===== config.mk =====
export PLATFORM = sky130hd
export DESIGN_NAME = instr_fetch_decode_flat
export DESIGN_NICKNAME = d
export VERILOG_FILES = /design/src/rtl/instr_fetch_decode_pkg.sv /design/src/rtl/instr_fetch_decode_if.sv /design/src/rtl/instr_fetch_decode_ifid_reg.sv /design/src/rtl/instr_fetch_decode.sv /design/src/flat_wrapper.sv
export SDC_FILE = /design/constraint.sdc
export NUM_CORES = 1
export LEC_CHECK = 0
export CAP_MARGIN = 0
export CORE_MARGIN = 10
export CORE_UTILIZATION = 51
export DETAILED_ROUTE_END_ITERATION = 16
export PLACE_DENSITY = 0.82
export SLEW_MARGIN = 20
export SYNTH_ARGS = -nofsm -noshare
export SYNTH_HDL_FRONTEND = slang
export SYNTH_SLANG_ARGS = --single-unit

===== constraint.sdc =====
create_clock -name clk -period 5.1 [get_ports clk]
set_clock_uncertainty 0.2 [all_clocks]
set_input_delay 1.02 -clock clk [delete_from_list [all_inputs] [get_ports clk]]
set_output_delay 1.02 -clock clk [all_outputs]
set_load 0.02 [all_outputs]

===== src/rtl/instr_fetch_decode_pkg.sv =====
// rtl/instr_fetch_decode_pkg.sv - shared CPU constants: instruction field layout, fetch states, reset PC
package instr_fetch_decode_pkg;

    localparam logic [31:0] DEFAULT_RESET_PC = 32'h0000_0000;

    localparam int OPC_MSB   = 31;
    localparam int OPC_W     = 6;
    localparam int RS_MSB    = 25;
    localparam int RT_MSB    = 20;
    localparam int RD_MSB    = 15;
    localparam int SHAMT_MSB = 10;
    localparam int REG_W     = 5;
    localparam int FUNCT_W   = 6;
    localparam int IMM_W     = 16;
    localparam int JADDR_W   = 26;

    typedef enum logic [1:0] {
        FETCH = 2'd0,
        WAIT  = 2'd1,
        HOLD  = 2'd2
    } fetch_state_e;

endpackage


===== src/rtl/instr_fetch_decode_if.sv =====
// rtl/instr_fetch_decode_if.sv - instruction-memory request/grant/read-data port
interface instr_fetch_decode_if;
    logic        imem_req;
    logic [31:0] imem_addr;
    logic        imem_gnt;
    logic        imem_rvalid;
    logic [31:0] imem_rdata;

    modport master (
        output imem_req,
        output imem_addr,
        input  imem_gnt,
        input  imem_rvalid,
        input  imem_rdata
    );

    modport slave (
        input  imem_req,
        input  imem_addr,
        output imem_gnt,
        output imem_rvalid,
        output imem_rdata
    );
endinterface


===== src/rtl/instr_fetch_decode_ifid_reg.sv =====
// rtl/instr_fetch_decode_ifid_reg.sv - IF/ID pipeline register with stall/flush and decode field split
module instr_fetch_decode_ifid_reg
    import instr_fetch_decode_pkg::*;
(
    input  logic                clk,
    input  logic                rst_n,
    input  logic                load,
    input  logic [31:0]         instr,
    input  logic [31:0]         pc,
    input  logic                stall,
    input  logic                flush,
    output logic                id_valid,
    output logic [31:0]         id_pc,
    output logic [31:0]         id_pc4,
    output logic [OPC_W-1:0]    id_opcode,
    output logic [REG_W-1:0]    id_rs,
    output logic [REG_W-1:0]    id_rt,
    output logic [REG_W-1:0]    id_rd,
    output logic [REG_W-1:0]    id_shamt,
    output logic [FUNCT_W-1:0]  id_funct,
    output logic [IMM_W-1:0]    id_immediate,
    output logic [JADDR_W-1:0]  id_jaddr
);

    logic        valid_q, valid_d;
    logic [31:0] instr_q, instr_d;
    logic [31:0] pc_q, pc_d;
    logic [31:0] pc4_q, pc4_d;

    // Without a stall the held instruction moves on to decode, leaving a bubble
    always_comb begin
        valid_d = valid_q;
        instr_d = instr_q;
        pc_d    = pc_q;
        pc4_d   = pc4_q;
        if (load) begin
            instr_d = instr;
            pc_d    = pc;
            pc4_d   = pc + 32'd4;
        end
        if (flush) begin
            valid_d = 1'b0;
        end else if (load) begin
            valid_d = 1'b1;
        end else if (!stall) begin
            valid_d = 1'b0;
        end
    end

    always_ff @(posedge clk or negedge rst_n) begin
        if (!rst_n) begin
            valid_q <= 1'b0;
            instr_q <= 32'h0;
            pc_q    <= 32'h0;
            pc4_q   <= 32'd4;
        end else begin
            valid_q <= valid_d;
            instr_q <= instr_d;
            pc_q    <= pc_d;
            pc4_q   <= pc4_d;
        end
    end

    assign id_valid     = valid_q;
    assign id_pc        = pc_q;
    assign id_pc4       = pc4_q;
    assign id_opcode    = instr_q[OPC_MSB -: OPC_W];
    assign id_rs        = instr_q[RS_MSB -: REG_W];
    assign id_rt        = instr_q[RT_MSB -: REG_W];
    assign id_rd        = instr_q[RD_MSB -: REG_W];
    assign id_shamt     = instr_q[SHAMT_MSB -: REG_W];
    assign id_funct     = instr_q[FUNCT_W-1:0];
    assign id_immediate = instr_q[IMM_W-1:0];
    assign id_jaddr     = instr_q[JADDR_W-1:0];

endmodule


===== src/rtl/instr_fetch_decode.sv =====
// rtl/instr_fetch_decode.sv - fetch FSM, PC and skid buffer feeding the IF/ID register
module instr_fetch_decode
    import instr_fetch_decode_pkg::*;
#(
    parameter logic [31:0] RESET_PC = DEFAULT_RESET_PC
) (
    input  logic                   clk,
    input  logic                   rst_n,
    instr_fetch_decode_if.master   imem,
    input  logic                   stall,
    input  logic                   flush,
    input  logic                   redirect,
    input  logic [31:0]            redirect_pc,
    output logic                   id_valid,
    output logic [31:0]            id_pc,
    output logic [31:0]            id_pc4,
    output logic [OPC_W-1:0]       id_opcode,
    output logic [REG_W-1:0]       id_rs,
    output logic [REG_W-1:0]       id_rt,
    output logic [REG_W-1:0]       id_rd,
    output logic [REG_W-1:0]       id_shamt,
    output logic [FUNCT_W-1:0]     id_funct,
    output logic [IMM_W-1:0]       id_immediate,
    output logic [JADDR_W-1:0]     id_jaddr
);

    fetch_state_e state_q, state_d;
    logic [31:0]  pc_q, pc_d;
    logic         req_q, req_d;
    logic         discard_q, discard_d;
    logic [31:0]  skid_q, skid_d;
    logic         load;
    logic [31:0]  load_instr;
    logic [31:0]  redir_pc;

    assign redir_pc = redirect_pc & ~32'h3;

    always_comb begin
        state_d    = state_q;
        pc_d       = pc_q;
        req_d      = req_q;
        discard_d  = discard_q;
        skid_d     = skid_q;
        load       = 1'b0;
        load_instr = imem.imem_rdata;
        unique case (state_q)
            FETCH: begin
                req_d = 1'b1;
                if (req_q && imem.imem_gnt) begin
                    state_d   = WAIT;
                    req_d     = 1'b0;
                    // Redirect alongside the grant: the accepted fetch is already stale
                    discard_d = redirect;
                end
            end
            WAIT: begin
                if (imem.imem_rvalid) begin
                    if (discard_q || redirect) begin
                        state_d   = FETCH;
                        req_d     = 1'b1;
                        discard_d = 1'b0;
                    end else if (!stall) begin
                        load    = 1'b1;
                        pc_d    = pc_q + 32'd4;
                        state_d = FETCH;
                        req_d   = 1'b1;
                    end else begin
                        skid_d  = imem.imem_rdata;
                        state_d = HOLD;
                    end
                end else if (redirect) begin
                    discard_d = 1'b1;
                end
            end
            HOLD: begin
                if (redirect) begin
                    state_d = FETCH;
                    req_d   = 1'b1;
                end else if (!stall) begin
                    load       = 1'b1;
                    load_instr = skid_q;
                    pc_d       = pc_q + 32'd4;
                    state_d    = FETCH;
                    req_d      = 1'b1;
                end
            end
            default: begin
                state_d = FETCH;
                req_d   = 1'b0;
            end
        endcase
        if (redirect) begin
            pc_d = redir_pc;
        end
    end

    always_ff @(posedge clk or negedge rst_n) begin
        if (!rst_n) begin
            state_q   <= FETCH;
            pc_q      <= RESET_PC;
            req_q     <= 1'b0;
            discard_q <= 1'b0;
            skid_q    <= 32'h0;
        end else begin
            state_q   <= state_d;
            pc_q      <= pc_d;
            req_q     <= req_d;
            discard_q <= discard_d;
            skid_q    <= skid_d;
        end
    end

    assign imem.imem_req  = req_q;
    assign imem.imem_addr = pc_q;

    instr_fetch_decode_ifid_reg u_ifid (
        .clk          (clk),
        .rst_n        (rst_n),
        .load         (load),
        .instr        (load_instr),
        .pc           (pc_q),
        .stall        (stall),
        .flush        (flush),
        .id_valid     (id_valid),
        .id_pc        (id_pc),
        .id_pc4       (id_pc4),
        .id_opcode    (id_opcode),
        .id_rs        (id_rs),
        .id_rt        (id_rt),
        .id_rd        (id_rd),
        .id_shamt     (id_shamt),
        .id_funct     (id_funct),
        .id_immediate (id_immediate),
        .id_jaddr     (id_jaddr)
    );

endmodule


===== src/flat_wrapper.sv =====
// flat-port wrapper written by rule: the top's interface ports become plain ports
module instr_fetch_decode_flat import instr_fetch_decode_pkg::*;
#(
    parameter logic [31:0] RESET_PC = DEFAULT_RESET_PC
)
  (clk, rst_n, stall, flush, redirect, redirect_pc, id_valid, id_pc, id_pc4, id_opcode, id_rs, id_rt, id_rd, id_shamt, id_funct, id_immediate, id_jaddr, imem_imem_req, imem_imem_addr, imem_imem_gnt, imem_imem_rvalid, imem_imem_rdata);
  instr_fetch_decode_if imem_i ();
  input  logic clk;
  input  logic rst_n;
  input  logic stall;
  input  logic flush;
  input  logic redirect;
  input  logic [31:0] redirect_pc;
  output logic id_valid;
  output logic [31:0] id_pc;
  output logic [31:0] id_pc4;
  output logic [OPC_W-1:0] id_opcode;
  output logic [REG_W-1:0] id_rs;
  output logic [REG_W-1:0] id_rt;
  output logic [REG_W-1:0] id_rd;
  output logic [REG_W-1:0] id_shamt;
  output logic [FUNCT_W-1:0] id_funct;
  output logic [IMM_W-1:0] id_immediate;
  output logic [JADDR_W-1:0] id_jaddr;
  output wire logic [$bits(imem_i.imem_req)-1:0] imem_imem_req;
  output wire logic [$bits(imem_i.imem_addr)-1:0] imem_imem_addr;
  input wire logic [$bits(imem_i.imem_gnt)-1:0] imem_imem_gnt;
  input wire logic [$bits(imem_i.imem_rvalid)-1:0] imem_imem_rvalid;
  input wire logic [$bits(imem_i.imem_rdata)-1:0] imem_imem_rdata;
  assign imem_imem_req = imem_i.imem_req;
  assign imem_imem_addr = imem_i.imem_addr;
  assign imem_i.imem_gnt = imem_imem_gnt;
  assign imem_i.imem_rvalid = imem_imem_rvalid;
  assign imem_i.imem_rdata = imem_imem_rdata;
  instr_fetch_decode #(.RESET_PC(RESET_PC)) u_core (.clk(clk), .rst_n(rst_n), .imem(imem_i), .stall(stall), .flush(flush), .redirect(redirect), .redirect_pc(redirect_pc), .id_valid(id_valid), .id_pc(id_pc), .id_pc4(id_pc4), .id_opcode(id_opcode), .id_rs(id_rs), .id_rt(id_rt), .id_rd(id_rd), .id_shamt(id_shamt), .id_funct(id_funct), .id_immediate(id_immediate), .id_jaddr(id_jaddr));
endmodule

; After elaboration in Yosys (flattened, before gate mapping)
; Cells that the tools add are included.
; W data, S select, Z words.
[totals]
ff_bits = 165
input_bits = 71
output_inout_bits = 172
[op_classes]
n_addsub = 1
n_eq_ne = 9
muxes = 34
bitwise_logic = 1
n_reduce_logical = 9
[op_table]
columns = cell, count
row1 = $mux W32, 7
row2 = $pmux W32 S2, 1
row3 = $add A32 B3 Y32 const B, 1
row4 = $mux W1, 16
row5 = $mux W2, 6
row6 = $ne A3 B3 Y1 const B, 3
row7 = $reduce_and A3 Y1, 3
row8 = $pmux W2 S3, 1
row9 = $pmux W1 S2, 2
row10 = $reduce_and A4 Y1, 1
row11 = $ne A3 B1 Y1 const B, 1
row12 = $ne A3 B2 Y1 const B, 1
row13 = $pmux W1 S3, 1
row14 = $reduce_bool A3 Y1, 1
row15 = $eq A2 B1 Y1 const B, 1
row16 = $eq A2 B2 Y1 const B, 1
row17 = $logic_not A2 Y1, 1
row18 = $ne A2 B1 Y1 const B, 1
row19 = $ne A2 B2 Y1 const B, 1
row20 = $reduce_bool A2 Y1, 1
row21 = $logic_and A1 B1 Y1, 1
row22 = $logic_or A1 B1 Y1, 1
row23 = $not A1 Y1, 1

; Depth between registers and ports, before layout
[depth]
word_depth = 6
ltp_mapped = 9
depth_no_buf = 7

; Modules after synthesis
; From an unflattened synthesis, not the netlist that was laid out.
[unflattened]
cells_unflattened = 733
hier_area_um2 = 8319.2
[modules_own_cells]
columns = module, n_inst, cells_each, area_each_um2, seq_area_each_um2
row1 = instr_fetch_decode_ifid_reg, 1, 377, 4476.8, 2378.5
row2 = instr_fetch_decode, 1, 356, 3842.4, 1651.6

; Least setup slack after synthesis
; Ideal clock, no wire load.
[synth_timing]
path_kind = in2reg
start = input imem_imem_rvalid
end = register u_core.u_ifid.pc_q[10] (netlist: u_core.u_ifid.id_pc[10])
setup_time_ns = 0.125
arrival_ns = 2.205
t_required_ns = 4.775
setup_slack_ns = 2.570
cell_stages = 5
path_buffers = 2
path_cell_list = and3b_2 o211ai_1 buf_2 buf_2 mux2_2
[synth_between]
elab_chain_len = 2
[synth_rtl]
columns = item, line_no
row1 = "start, declared", flat_wrapper.sv:28  ; input wire logic [$bits(imem_i.imem_rvalid)-1:0] imem_imem_rvalid;
row2 = $mux W1, instr_fetch_decode.sv:57  ; if (imem.imem_rvalid) begin
row3 = $pmux W1 S2, instr_fetch_decode.sv:46  ; unique case (state_q)
row4 = "end signal, assigned", instr_fetch_decode_ifid_reg.sv:59  ; pc_q <= pc_d;
row5 = "end, declared", instr_fetch_decode_ifid_reg.sv:27  ; logic [31:0] pc_q, pc_d;
; Every way passes these cells.
; A chain may end at the register's enable or synchronous reset.

; Worst setup path in the final report
[layout_timing]
start = input stall
end = register u_core.u_ifid.instr_q[20]
[layout_between]
elab_chain_len = 4
[layout_rtl]
columns = item, line_no
row1 = "start, declared", flat_wrapper.sv:10  ; input logic stall;
row2 = $mux W1, "instr_fetch_decode.sv:62, instr_fetch_decode.sv:79"
row3 = $mux W1, instr_fetch_decode.sv:58  ; if (discard_q || redirect) begin
row4 = $mux W1, instr_fetch_decode.sv:57
row5 = $pmux W1 S2, instr_fetch_decode.sv:46
row6 = "end signal, assigned", instr_fetch_decode_ifid_reg.sv:58  ; instr_q <= instr_d;
row7 = "end, declared", instr_fetch_decode_ifid_reg.sv:26  ; logic [31:0] instr_q, instr_d;
; Several ways; a longest one is shown, not always the timed one.

==> flow_summary.ini <==
[power]
total_power_w = 0.006069
power.leakage_nw = 4.289
intPower_w = 0.003903
power_density_nw_per_um2 = 578.6
p_switching_w = 0.002166
peakVddDrop_uv = 317.2
pwr-share-comb_pct = 43.2
seqPwrFrac_pct = 34.7
p_clk_share_pct = 22.1
switching_share_pct = 35.69

[grt]
grt_max_degree = 103
track_usage_pct = 18.81
grt_pass1_vias = 5689
grt-ovfl-total = 0
antenna_found_initial = 0
grt_pass1_wl_um = 30440

[clocking]
clock_path_buffers = 2
clk_pin_slew_ns = 0.06
cts_root_buf = clkbuf_16
postCtsSetupBuffers = 0
clkLatencyLatePin_ns = 0.43
numClockSinks = 159
cts_tree = built
ctsResizeCount = 0
numCtsBuffers = 17
htree_levels = 4
holdBufCountCts = 0

[outcome]
status = completed

[logic_synthesis]
synth_most_common_cell = dfrtp_1
yosysTopAreaCell = dfrtp_1
synth-edff-count = 0
synth-async-reset-ratio_pct = 100.0
synth_commonest_cells = dfrtp_1 (158), nand2_1 (109), o21ai_0 (73), mux2_2 (63), buf_4 (57)
syn_area_um2 = 7856
ys_top_cells_by_area = dfrtp_1 (50%), mux2_2 (9.0%), buf_4 (5.4%)
synthCells = 723
synthDistinctLibCells = 51
ys_seq_area_share_pct = 50.66
synth_top_area_share_pct = 50.33
synthFlopType = dfrtp_1
ys_ff_latch = 159
avgSynthCellArea_um2 = 10.87
ys_warn_count = 0

[routing]
first_pass_iters = 5
avgRoutedWirePerCell_um = 18.16
viasPerCell = 5.195
drt_iter0_markers = 243
route.detailed.drc = 0
routed_wl_um = 19790
antenna_left = 0
vias = 5663

[sta]
rsz0062_at_grt = no
period_share_pct = 58.89
min_period_ns = 3.003
tns_ns = 0
setup_viol = 0
slew_headroom_pct = 31.01
drv_slew = 0
tightest_slew_ns = 1.035
hold_violations = 0
fmax_mhz = 333.0

[setup_path]
regToRegSetupSlack_ns = 2.47
cp.arrival_ns = 3.10
reg2reg_from = u_core.state_q[1]
endpoint_kind = flip-flop
cp_max_fo = 32
r2r-end = u_core.u_ifid.id_pc[10]
crit_required_ns = 5.19
cp-start-kind = input port
r2r_cells = 6
critPathKind = input port to flip-flop

[layout]
area_growth_pct = 33.51
nets = 966
multiInputGateArea_um2 = 3231
diodes = 0
register_area_um2 = 3980
fill_cells = 1135
final_cells = 1090
drive_gt1_share_pct = 14.52

[placement]
gp_congestion = 0.7987
io_buffers = 234
hpwl_um = 13940
post-place-cells = 1058

[floorplan]
row_count = 45
die_x_um = 144.1
dieHeight_um = 144.1
initial_core_util_pct = 51.87
pin_count = 243
core-area_um2 = 15150
dieArea_um2 = 20770

[flow_run]
drv_cap = 0

[worst_hold_path]
hold_path.startpoint = u_core.u_ifid.id_pc[19]
min_path_type = flip-flop to flip-flop
whs_path_depth = 2
whs_endpoint = u_core.u_ifid.id_pc[19]
sequential cells by signal, indices dropped and copies added (netlist names):
register,count
u_core.imem.imem_req,1
u_core.state_q,2
u_core.u_ifid.id_pc4,30
u_core.skid_q,32
u_core.u_ifid.id_valid,1
u_core.imem.imem_addr,30
u_core.u_ifid.instr_q,32
u_core.u_ifid.id_pc,30
u_core.discard_q,1
through the flow:
step	hold slack [ns]	setup slack, ns	utilization (%)	instance area (um^2)
2_1_floorplan	0.2791	2.570	-	7875
3_3_place_gp	0.2601	1.646	65.11	9861
3_5_place_dp	0.2693	1.660	65.11	9861
4_1_cts	0.2828	2.110	69.25	10490
5_1_grt	0.2967	1.968	69.25	10490
6_report	0.2765	2.097	69.25	10490
critical path: stages:
cell and delay, ns:
clkdlybuf4s50_1 0.52, nor2_1 0.19, and2_2 0.86, mux2i_1 0.37
o21ai_0 0.11
worst max path at each step:
stage / from / endpoint / slack [ns] / depth (start not counted)
after floorplan: imem_imem_rvalid / u_core.u_ifid.id_pc[10] / 2.57 / 5
after global placement: stall / u_core.u_ifid.instr_q[20] / 1.65 / 5
after detailed placement: stall / u_core.u_ifid.instr_q[20] / 1.66 / 5
after CTS: stall / u_core.u_ifid.instr_q[20] / 2.11 / 5
after global routing: stall / u_core.u_ifid.instr_q[20] / 1.97 / 5
final: stall / u_core.u_ifid.instr_q[20] / 2.10 / 5
cells by family after synthesis:
kind of cell    synth area share [%]
other cells                  0.04773
xor+xnor                       6.243
simple gates                   13.35
flops                          50.66
buf+inv                        8.473
fa+ha+maj                     0.9555
mux                            13.23
compound gates                 7.039
placed cells by master, fill, tap and decap left out, drive strengths merged, types with 14 or more instances in the layout:
cell type / Yosys / final
o21ai: 92 / 92
dfrtp: 158 / 158
mux2i: 33 / 33
nand3: 14 / 14
xnor2: 48 / 48
clkdlybuf4s50: 0 / 232
nor2: 15 / 15
nand2: 109 / 109
nor3: 20 / 20
clkbuf: 17 / 24
mux2: 63 / 63
power by group through the flow:
stage / clock network, W / logic [W] / registers (W)
2_1_floorplan: 0 / 0.00110 / 0.00252
3_3_place_gp: 0 / 0.00262 / 0.00210
3_5_place_dp: 0 / 0.00266 / 0.00213
4_1_cts: 0.00136 / 0.00267 / 0.00211
5_1_grt: 0.00142 / 0.00279 / 0.00218
6_report: 0.00134 / 0.00262 / 0.00211
final cells by class:
type / count / share of cell area [%]
Sequential cell: 159 / 37.95
Multi-Input combinational cell: 466 / 30.80
Timing Repair Buffer: 240 / 22.84
Clock buffer: 24 / 4.783
Tap cell: 188 / 2.243
Clock inverter: 8 / 1.205
Inverter: 5 / 0.1789
metal layers:
metal | vias to the layer above | global-route usage, % | wire (um)
li1 | 2722 | - | -
met1 | 2722 | 21.04 | 7625
met2 | 192 | 31.58 | 9741
met3 | 27 | 7.478 | 2069
met4 | 0 | 7.147 | 358
met5 | - | 0 | 0
(Power assumes the default switching activity.)
